**src/rtl/reg_bank_shift.sv**
```systemverilog
// Bank of DEPTH words of W bits, moved as a whole by one opcode per cycle.
// Also keeps a saturating count of words shifted in since the last clear.
module reg_bank_shift #(
  parameter int W     = 4,
  parameter int DEPTH = 8
) (
  input  logic                         clk,
  input  logic                         reset,
  input  logic                         en,
  input  logic [2:0]                   op,
  input  logic [W-1:0]                 d,
  input  logic [$clog2(DEPTH)-1:0]     wr_addr,
  input  logic [$clog2(DEPTH)-1:0]     rd_addr,
  output logic [W-1:0]                 rd_data,
  output logic [W-1:0]                 q_head,
  output logic [W-1:0]                 q_tail,
  output logic [$clog2(DEPTH+1)-1:0]   count,
  output logic                         full
);

  localparam int AW = $clog2(DEPTH);
  localparam int CW = $clog2(DEPTH+1);
  localparam logic [CW-1:0] DEPTH_C = CW'(DEPTH);

  localparam logic [2:0] OP_HOLD = 3'b000;
  localparam logic [2:0] OP_LOAD = 3'b001;
  localparam logic [2:0] OP_SHU  = 3'b010;
  localparam logic [2:0] OP_SHD  = 3'b011;
  localparam logic [2:0] OP_ROU  = 3'b100;
  localparam logic [2:0] OP_ROD  = 3'b101;
  localparam logic [2:0] OP_CLR  = 3'b110;

  logic [W-1:0]  r_q [DEPTH];
  logic [W-1:0]  r_d [DEPTH];
  logic [CW-1:0] count_q;
  logic [CW-1:0] count_d;
  logic [CW-1:0] count_inc;

  // Saturating increment shared by both shift directions.
  assign count_inc = (count_q == DEPTH_C) ? count_q : count_q + CW'(1);

  always_comb begin
    r_d     = r_q;
    count_d = count_q;
    if (en) begin
      case (op)
        OP_HOLD: ;
        OP_LOAD: begin
          // Out-of-range addresses match no entry, so nothing is written.
          for (int i = 0; i < DEPTH; i++) begin
            if (int'(wr_addr) == i) r_d[i] = d;
          end
        end
        OP_SHU: begin
          r_d[0] = d;
          for (int i = 1; i < DEPTH; i++) r_d[i] = r_q[i-1];
          count_d = count_inc;
        end
        OP_SHD: begin
          r_d[DEPTH-1] = d;
          for (int i = 0; i < DEPTH-1; i++) r_d[i] = r_q[i+1];
          count_d = count_inc;
        end
        OP_ROU: begin
          r_d[0] = r_q[DEPTH-1];
          for (int i = 1; i < DEPTH; i++) r_d[i] = r_q[i-1];
        end
        OP_ROD: begin
          r_d[DEPTH-1] = r_q[0];
          for (int i = 0; i < DEPTH-1; i++) r_d[i] = r_q[i+1];
        end
        OP_CLR: begin
          for (int i = 0; i < DEPTH; i++) r_d[i] = '0;
          count_d = '0;
        end
        default: ;
      endcase
    end
  end

  always_ff @(posedge clk) begin
    if (reset) begin
      for (int i = 0; i < DEPTH; i++) r_q[i] <= '0;
      count_q <= '0;
    end else begin
      r_q     <= r_d;
      count_q <= count_d;
    end
  end

  // Read port sees registered state only; unmatched addresses read zero.
  always_comb begin
    rd_data = '0;
    for (int i = 0; i < DEPTH; i++) begin
      if (int'(rd_addr) == i) rd_data = r_q[i];
    end
  end

  assign q_head = r_q[0];
  assign q_tail = r_q[DEPTH-1];
  assign count  = count_q;
  assign full   = (count_q == DEPTH_C);

  logic [AW-1:0] unused_aw;
  assign unused_aw = '0;

endmodule

```
**config.mk**
```make
export PLATFORM = sky130hd
export DESIGN_NAME = reg_bank_shift
export DESIGN_NICKNAME = d
export VERILOG_FILES = /design/src/rtl/reg_bank_shift.sv
export SDC_FILE = /design/constraint.sdc
export NUM_CORES = 1
export LEC_CHECK = 0
export BUFFER_PORTS_ARGS = -buffer_cell sky130_fd_sc_hd__buf_2
export CORE_AREA = 3 3 121 100
export CTS_CLUSTER_DIAMETER = 150
export CTS_CLUSTER_SIZE = 40
export DETAILED_ROUTE_END_ITERATION = 8
export DIE_AREA = 0 0 124 103
export PLACE_DENSITY = 0.44
export SYNTH_ARGS = -nofsm -noshare
export SYNTH_HDL_FRONTEND = slang
export SYNTH_SLANG_ARGS = --single-unit
```
**constraint.sdc**
```tcl
create_clock -name clk -period 1.7 [get_ports clk]
set_input_delay 0.085 -clock clk [delete_from_list [all_inputs] [get_ports clk]]
set_output_delay 0.085 -clock clk [all_outputs]
set_load 0.1 [all_outputs]
```
== Yosys cells after proc, flatten, opt, wreduce, memory -nomap -nowiden ==
Cells that the tools add are included.

* Output and inout port bits: 17
* Bits in registers: 36

* Equality and inequality tests: 30
* Mux-type cells: 19
* Reductions and logical operators: 14
* $add $sub $neg: 1

{| class="wikitable"
|+ Operators with widths
! kind !! count
|-
| $pmux W32 S6 || 1
|-
| $mux W4 || 17
|-
| $eq A3 B3 Y1 const B || 11
|-
| $reduce_and A3 Y1 || 9
|-
| $eq A3 B2 Y1 const B || 6
|-
| $ne A2 B2 Y1 const B || 9
|-
| $eq A3 B1 Y1 const B || 3
|-
| $pmux W4 S2 || 1
|-
| $logic_not A3 Y1 || 2
|-
| $reduce_bool A6 Y1 || 1
|-
| $add A4 B1 Y4 const B || 1
|-
| $eq A4 B4 Y1 const B || 1
|-
| $reduce_bool A2 Y1 || 1
|-
| $reduce_or A2 Y1 || 1
|}

== Longest topological paths before layout ==
Gate-level depths: netlist of the first run.

* Depth after elaboration: 9
* Mapped depth: 9
* Depth with buffers taken out: 6

== Worst setup path after synthesis of the first run ==
No wires, ideal clock.

* Kind: register to output
* Start: register count_q[3], in the netlist count[3]
* End: output port full
* Buffers on the path: 0
* Arrival time: 2.359 ns
* Slack: -0.744 ns
* Stages on the path, launching flop included: 3
* Cell sequence: dfxtp_1 > nand2_1 > nor2_1

* Longest elaborated chain between the ends: 1

{| class="wikitable"
|+ RTL lines
! what !! RTL line !! text
|-
| from (decl) || 35 || <nowiki>logic [CW-1:0] count_q;</nowiki>
|-
| from (signal assigned) || 87 || <nowiki>count_q <= count_d;</nowiki>
|-
| $eq A4 B4 Y1 || 102 || <nowiki>assign full = (count_q == DEPTH_C);</nowiki>
|-
| to (decl) || 18 || <nowiki>output logic full</nowiki>
|}

No other way between the ends.

== Worst setup path after layout of the first run ==
* Start: register r_q[16] (netlist bit)
* End: output port rd_data[0]

* Longest elaborated chain between the ends: 5

{| class="wikitable"
|+ RTL lines
! what !! RTL line !! text
|-
| from (decl) || 33 || <nowiki>logic [W-1:0] r_q [DEPTH];</nowiki>
|-
| from (signal assigned) || 86 || <nowiki>r_q <= r_d;</nowiki>
|-
| $mux W4 (5 in series) || 95 || <nowiki>if (int'(rd_addr) == i) rd_data = r_q[i];</nowiki>
|-
| to (decl) || 14 || <nowiki>output logic [W-1:0] rd_data,</nowiki>
|}

No other way between the ends.

==> results.cfg, run 1 <==
[route]
drc_errors = 0
dr.pass1.iters = 5
wl_um = 9770
routedWlPerCell_um = 19.0
antenna_left = 0
viasPerCell = 5.50
drt_iter0_markers = 254
dr_total_vias = 2822

[timing]
tightestPinTransition_ns = 1.32
fin_crit_sh_pct = 100
rsz0062_at_grt = true
drv_slew = 0
max_slew_margin_pct = 11.1
setup_slack_ns = -0.00300
skew_ns = 0.00393
setup_viol = 1
max_freq_mhz = 587
finalCriticalPeriod_ns = 1.70
setup-tns-final_ns = -0.00300
hold_viol = 0

[power_and_ir_drop]
switching_power_w = 0.00109
netSwitchingFraction_pct = 36.2
clock_power_share_pct = 32.5
p_comb_share_pct = 34.6
power_density_nw_per_um2 = 882
intPower_w = 0.00193
power_leakage_nw = 1.32
vdd_drop_max_mv = 0.374
pwr-share-seq_pct = 32.9

[worst_setup_path]
crit_slowest_cell = mux4_2
cp_max_fo = 4
path_buf_inv = 1
worstReg2RegStart = count[0]
crit_chain = mux4_2 -> mux2_4 -> buf_12
cpPeakStageDelay_ns = 0.49
crit_family = multiplexers
endpoint_kind = primary output
crit_type = flip-flop to primary output
reg2reg_depth = 6
required_ns = 1.62
crit_path_start = r_q[16]
rrSetupSlack_ns = 0.28
worstPathArrival_ns = 1.62
timing.rr.end = count[2]
cp-start-kind = flip-flop

[global_route]
groute.usage.overall_pct = 16.0
grt_max_degree = 37
grt_pass1_vias = 2620
grt_overflow = 0
grt_first_pass_wirelength_um = 15600
antenna_found_initial = 0

[floorplan]
start_util_pct = 25.0
io_pins = 33
dieWidth_um = 124
die_area_um2 = 12800
core_um2 = 10900
die_height_um = 103
rows = 34

[clock_tree]
clk_pin_slew_ns = 0.06
cts_buffers = 5
cts.sinks = 36
cts_buffer_depth = 2
clk_latency_ns = 0.28
cts_tree = built
root_buffer = clkbuf_16
htree_levels = 2
hold_buffers = 0

[logic_synthesis]
synth-seq-cells = 36
syn-num-nets = 346
synth_edf_count = 0
synth_area_um2 = 2730
synth_top_cell_by_area = dfxtp_1
synthFlopType = dfxtp_1
synth-seq-area-share_pct = 26.4
yosysTopAreaCellShare_pct = 26.4
yosysWarnings = 0
async_flop_share_pct = 0
syn_area_per_cell_um2 = 8.34
yosysUniqueCellTypes = 40
synth_area_leaders = dfxtp_1 (26%), mux2i_1 (8.8%), nor3_1 (8.8%)
netlist_instances = 327

[finish]
syn_to_final_growth_pct = 25.6
final_area_um2 = 3430
nNetsFinal = 388
utilization_pct = 31.5
drive_gt1_share_pct = 30.4
diodes = 0

[status]
outcome = finished, violations left
violations = negative setup slack

[placed_design]
gp_congestion = 0.820
place_area_um2 = 3190
hpwl_um = 7280
port_buffers = 32

[flow_run]
max-cap-violations = 0

[min_path]
hp-start = en
min_path_cells = 4
hp-class = primary input to flip-flop
worstHoldEndpoint = count[1]
==> placed cells by master (no fill, tap or decap), types with 3 or more instances in the layout <==
master / synthesis / final
a21oi_1: 43 / 43
a311oi_1: 4 / 4
nand3_1: 6 / 6
buf_12: 0 / 6
o21a_1: 4 / 4
a211oi_1: 8 / 8
buf_4: 8 / 39
o211ai_1: 29 / 29
nand2b_1: 8 / 8
ha_1: 3 / 3
clkbuf_16: 0 / 5
dfxtp_4: 0 / 3
buf_2: 13 / 28
mux4_2: 8 / 8
inv_1: 5 / 5
nor3_1: 48 / 48
nand2_1: 14 / 14
o21ai_0: 14 / 14
dfxtp_2: 0 / 8
nor2_1: 5 / 4
dfxtp_1: 36 / 25
nand4_1: 5 / 5
mux2i_1: 24 / 24
==> worst max path at each step <==
stage | slack, ns | to | depth (start not counted)
2_1_floorplan | 0.07 | count[2] | 6
3_3_place_gp | 0.01 | q_head[2] | 4
3_5_place_dp | -0.05 | q_head[2] | 4
4_1_cts | 0.01 | rd_data[0] | 3
5_1_grt | -0.01 | rd_data[0] | 3
6_report | -0.003 | rd_data[0] | 3
==> power groups by stage <==
stage | Combinational (W) | Sequential, W | Clock (W)
global placement | 0.000982 | 0.00101 | 0
CTS | 0.00101 | 0.000989 | 0.00101
finish | 0.00104 | 0.000994 | 0.000983
global route | 0.00112 | 0.000999 | 0.00104
floorplan | 0.000725 | 0.000997 | 0
detailed placement | 0.000982 | 0.00100 | 0
==> sequential cells by signal, indices dropped and copies added (netlist names) <==
name and cells:
count 4, q_head 4, q_tail 4, r_q 24
==> tightest hold or removal path: stages <==
cell and delay, ns:
buf_2 0.14, o211ai_1 0.11, a32oi_1 0.07, nor2_1 0.07
==> per-layer routing <==
metal / vias to the layer above / routed length [um] / GRT usage (%)
met5: - / 0 / 0
met4: 0 / 155 / 4.88
met3: 16 / 516 / 2.91
met2: 103 / 4300 / 23.7
met1: 1380 / 4800 / 23.4
li1: 1323 / - / -
==> area by class of cell <==
class | instances | area [um2]
Sequential cell | 36 | 742
Clock buffer | 7 | 153
Timing Repair Buffer | 74 | 568
Fill cell | 1192 | 7460
Multi-Input combinational cell | 247 | 1760
Inverter | 5 | 18.8
Tap cell | 144 | 180
==> cells by family after synthesis <==
group,share of synthesized area [%]
muxes,17.1
xor gates and xnor gates,0.321
adders and majority gates,1.38
DFF,26.4
and+or+nand+nor,19.6
buffers and inverters,9.91
AOI/OAI and AO/OA,25.3
==> synth_stat cells (6+ instances only) <==
cell,count
o21ai_0,14
nand3_1,6
buf_2,13
dfxtp_1,36
a211oi_1,8
buf_4,8
mux4_2,8
nand2_1,14
nand2b_1,8
buf_6,6
clkbuf_1,8
o211ai_1,29
a21oi_1,43
nor3_1,48
mux2i_1,24
==> per-stage QoR <==
step,cells,hold slack [ns],power (W),setup slack (ns)
2_1_floorplan,327,0.322,0.00172,0.0694
3_3_place_gp,505,0.488,0.00199,0.0137
3_5_place_dp,505,0.492,0.00199,-0.0525
4_1_cts,512,0.246,0.00301,0.0102
5_1_grt,513,0.296,0.00316,-0.0119
6_report,513,0.234,0.00302,-0.00300
==> what timing repair did <==
action / 4_1_cts / 5_1_grt
cloned: 0 / 0
resized for setup: 13 / 13
buffers inserted: 0 / 1
setup endpoints to repair: 4 / 8
Note: power is estimated with default switching activity, not from simulation.
==> run 2: changes to the inputs <==
- CELL_PAD_IN_SITES_DETAIL_PLACEMENT: unset -> 0
- CELL_PAD_IN_SITES_GLOBAL_PLACEMENT: unset -> 1
- PLACE_DENSITY: 0.44 -> 0.54
==> results.cfg, run 2 (synthesis gave the netlist of run 1 again) <==
[power_and_ir_drop]
switching_power_w = 0.00109
vdd_drop_max_mv = 0.409
netSwitchingFraction_pct = 35.1
power_density_nw_per_um2 = 896
clock_power_share_pct = 34.2
p_comb_share_pct = 33.7
intPower_w = 0.00201
power.total_w = 0.00310
power_leakage_nw = 1.33
pwr-share-seq_pct = 32.1

[finish]
drive_gt1_share_pct = 31.1
seq_area_um2 = 743
largest_reg_flops = 24
mostFrequentLayoutCells = nor3_1 (48), a21oi_1 (43), buf_4 (38)
diodes = 0
layout.cells.non_filler = 514
nFillCells = 1192
largest_register = r_q
multiInputGateArea_um2 = 1770
utilization_pct = 31.7
syn_to_final_growth_pct = 26.7
final_common_cell = nor3_1
nNetsFinal = 388

[clock_tree]
cts_buffers = 5
cts_tree = built
cts_setup_buffers = 0
htree_levels = 2
clk_pin_slew_ns = 0.06
root_buffer = clkbuf_16
hold_buffers = 0
cts_buffer_depth = 2
clk_latency_ns = 0.28
cts.sinks = 36

[global_route]
grt_first_pass_wirelength_um = 15300
use_met1_pct = 23.4
met2_usage_pct = 22.9
antenna_found_initial = 0
grt_max_degree = 37
grt_pass1_vias = 2658
groute.usage.overall_pct = 15.7
grt.busiest_layer = met1
grt_overflow = 0
use_met3_pct = 3.18

[route]
routedWlPerCell_um = 18.5
wl_um = 9530
drt_iter0_markers = 176
drc_errors = 0
dr.pass1.iters = 4
viasPerCell = 5.20
antenna_left = 0
dr_total_vias = 2674

[worst_setup_path]
cp_max_fo = 4
crit_slowest_cell = mux4_2
worstPathArrival_ns = 1.58
crit_chain = mux4_2 -> mux2_4 -> buf_12
crit_family = multiplexers
endpoint_kind = primary output
crit_path_start = r_q[17]
path_buf_inv = 1
crit_type = flip-flop to primary output
worstReg2RegStart = count[0]
cp-start-kind = flip-flop
cpPeakStageDelay_ns = 0.48
required_ns = 1.62

[placed_design]
hpwl_um = 7290
dpl.cell_count = 506
pre_cts_ws_ns = -0.0325
gp_congestion = 0.808
port_buffers = 32

[timing]
skew_ns = 0.00591
finalCriticalPeriod_ns = 1.67
max_slew_margin_pct = 27.7
drv_slew = 0
setup_slack_ns = 0.0312
max_freq_mhz = 599
fin_crit_sh_pct = 98.2
setup_viol = 0
rsz0062_at_grt = false
hold-worst-slack_ns = 0.238
hold_viol = 0
tightestPinTransition_ns = 1.08

[floorplan]
io_pins = 33
start_util_pct = 25.0
core_um2 = 10900
rows = 34
die_height_um = 103
dieWidth_um = 124
die_area_um2 = 12800

[status]
outcome = finished, final reports clean

[flow_run]
max-cap-violations = 0

[min_path]
hp-class = primary input to flip-flop
hp-start = en
==> run 2: cell types whose count changed in the layout (fill, tap and decap cells not counted), sizes merged <==
cell / delta
bufinv: +1
clkbuf: -1
clkinv: +1
==> run 2: metrics by stage <==
stage / TNS [ns] / cell area (um2)
after floorplan: 0 / 2750
after global placement: -0.0648 / 3210
after detailed placement: -0.0325 / 3210
after CTS: -0.0220 / 3400
after global routing: 0 / 3450
final: 0 / 3450
==> run 2: layout make-up <==
| cell class | count | area share, % |
|---|---|---|
| clock buffer | 6 | 3.73 |
| clock inverter | 2 | 1.01 |
| inverter | 5 | 0.543 |
| multi-input combinational | 247 | 51.2 |
| sequential | 36 | 21.5 |
| tap | 144 | 5.22 |
| timing repair buffer | 74 | 16.8 |
==> run 2: path summary, 6_finish.rpt <==
check | endpoint | slack, ns | depth (start not counted)
worst max register to register | count[2] | 0.29 | 6
worst min-delay path | count[1] | 0.24 | 4
worst max-delay path | rd_data[1] | 0.03 | 3
worst min register to register | count[0] | 0.51 | 2
==> run 2: what timing repair did <==
item / CTS / global route
pin swaps: 0 / 0
endpoints found under the setup margin: 4 / 5
gates resized for setup: 10 / 19
==> run 2: per-layer routing <==
metal | share of wire, % | vias up | wire length [um]
met1 | 53 | 1285 | 5030
li1 | - | 1323 | -
met2 | 42 | 56 | 4010
met4 | 1.4 | 0 | 133
met3 | 3.7 | 10 | 351
met5 | 0 | - | 0
==> run 2: worst register-to-register path, stage by stage (launching register included) <==
cell and delay, ns:
dfxtp_4 0.36, inv_1 0.05, ha_1 0.22, nand4b_1 0.14, nor3b_2 0.29, nand4b_1 0.13, a21oi_1 0.14
==> run 2: power groups by stage <==
stage          clock network (W)  registers, W  logic (W)
6_report                 0.00106      0.000993    0.00104
5_1_grt                  0.00113       0.00100    0.00112
3_3_place_gp                   0       0.00100   0.000994
2_1_floorplan                  0      0.000997   0.000725
3_5_place_dp                   0       0.00100   0.000993
4_1_cts                  0.00108      0.000985    0.00102
==> run 3: changes to the inputs <==
- CELL_PAD_IN_SITES_DETAIL_PLACEMENT: 0 -> 1
- CELL_PAD_IN_SITES_GLOBAL_PLACEMENT: 1 -> 2
- CORE_AREA: 3 3 121 100 -> 2 2 120 99
- DIE_AREA: 0 0 124 103 -> 0 0 122 101
- PLACE_DENSITY: 0.54 -> 0.63
==> results.cfg, run 3 (synthesis gave the netlist of run 1 again) <==
[global_route]
grt_pass1_vias = 2789
antenna_found_initial = 0
grt_max_degree = 37
grt_first_pass_wirelength_um = 17200
grt_overflow = 0
groute.usage.overall_pct = 18.6

[floorplan]
dieWidth_um = 122
rows = 35
die_height_um = 101
io_pins = 33
core_um2 = 11200
start_util_pct = 24.4
die_area_um2 = 12300

[finish]
seq_area_um2 = 737
final_area_um2 = 3530
nFillCells = 1335
largest_reg_flops = 24
syn_to_final_growth_pct = 29.3
utilization_pct = 31.6
final_common_cell = buf_4
nNetsFinal = 400
mostFrequentLayoutCells = buf_4 (50), nor3_1 (48), a21oi_1 (43)
diodes = 0
largest_register = r_q
drive_gt1_share_pct = 31.7
multiInputGateArea_um2 = 1770

[clock_tree]
cts_setup_buffers = 0
cts_buffers = 5
cts_buffer_depth = 2
clk_pin_slew_ns = 0.06
cts_tree = built
clk_latency_ns = 0.28
root_buffer = clkbuf_16
cts.sinks = 36
htree_levels = 2
hold_buffers = 0
cts_resized = 17

[worst_setup_path]
cp_max_fo = 2
cp-start-kind = flip-flop
required_ns = 1.62
endpoint_kind = primary output
worstPathArrival_ns = 1.61
crit_path_start = q_tail[0]
crit_type = flip-flop to primary output
worstReg2RegStart = count[0]

[timing]
fin_crit_sh_pct = 99.9
hold-worst-slack_ns = 0.244
finalCriticalPeriod_ns = 1.70
rsz0062_at_grt = true
drv_slew = 0
max_freq_mhz = 589
setup_viol = 0
hold_viol = 0
skew_ns = 0.00589
max_slew_margin_pct = 12.0
tightestPinTransition_ns = 1.31
setup-tns-final_ns = 0

[route]
drt_iter0_markers = 169
dr.pass1.iters = 4
drc_errors = 0
antenna_left = 0
dr_total_vias = 2841
routedWlPerCell_um = 21.0
wl_um = 11100
viasPerCell = 5.36

[power_and_ir_drop]
clock_power_share_pct = 30.3
vdd_drop_max_mv = 0.574
intPower_w = 0.00189
netSwitchingFraction_pct = 37.8
p_comb_share_pct = 37.5
switching_power_w = 0.00115
power_leakage_nw = 1.38
power_density_nw_per_um2 = 861
pwr-share-seq_pct = 32.2

[placed_design]
place_area_um2 = 3300
port_buffers = 32
hpwl_um = 8360
gp_congestion = 0.854

[status]
outcome = finished, final reports clean

[min_path]
hp-start = en
hp-class = primary input to flip-flop

[flow_run]
max-cap-violations = 0
==> run 3: cell count changes in the layout (fill, tap and decap cells not counted) <==
cell / before / now
dfxtp_1: 22 / 27
mux2_4: 3 / 4
buf_4: 38 / 50
buf_12: 7 / 8
bufinv_16: 1 / 0
buf_8: 1 / 0
mux2_2: 1 / 0
dfxtp_2: 12 / 7
clkbuf_1: 1 / 2
==> run 3: critical path, stage by stage, from the launching register on <==
cell,delay [ns]
dfxtp_2,0.32
mux4_2,0.52
mux2_4,0.31
buf_12,0.17
==> run 3: path summary, 6_finish.rpt <==
check	slack, ns	cells after the start	end
hold reg to reg	0.50	2	count[0]
setup / recovery	0.001	3	rd_data[0]
hold / removal	0.24	4	count[3]
setup reg to reg	0.25	6	count[2]
==> run 3: per-layer routing <==
layer	GRT usage, %	up-vias	wire length, um
met5	0	-	0
met4	3.71	0	128
met3	3.28	9	510
met2	28.0	64	4760
met1	27.6	1416	5710
li1	-	1352	-
==> run 3: area by class of cell <==
class                           instances  area share [%]
Clock buffer                            7            3.76
Inverter                                5           0.532
Timing Repair Buffer                   86            19.2
Sequential cell                        36            20.9
Tap cell                              148            5.25
Multi-Input combinational cell        247            50.2
Clock inverter                          1           0.142
==> run 3: power by group through the flow <==
stage	logic, W	clock network [W]	registers [W]
finish	0.00114	0.000920	0.000978
global route	0.00121	0.000966	0.000982
CTS	0.00112	0.000933	0.000974
detailed placement	0.00107	0	0.000990
global placement	0.00106	0	0.000991
floorplan	0.000725	0	0.000997
==> run 3: stage by stage <==
stage          setup WS, ns  instances  total power, W
2_1_floorplan        0.0694        327         0.00172
3_3_place_gp        0.00660        522         0.00205
3_5_place_dp        -0.0776        522         0.00206
4_1_cts             0.00372        530         0.00302
5_1_grt             -0.0149        530         0.00316
6_report            0.00126        530         0.00303
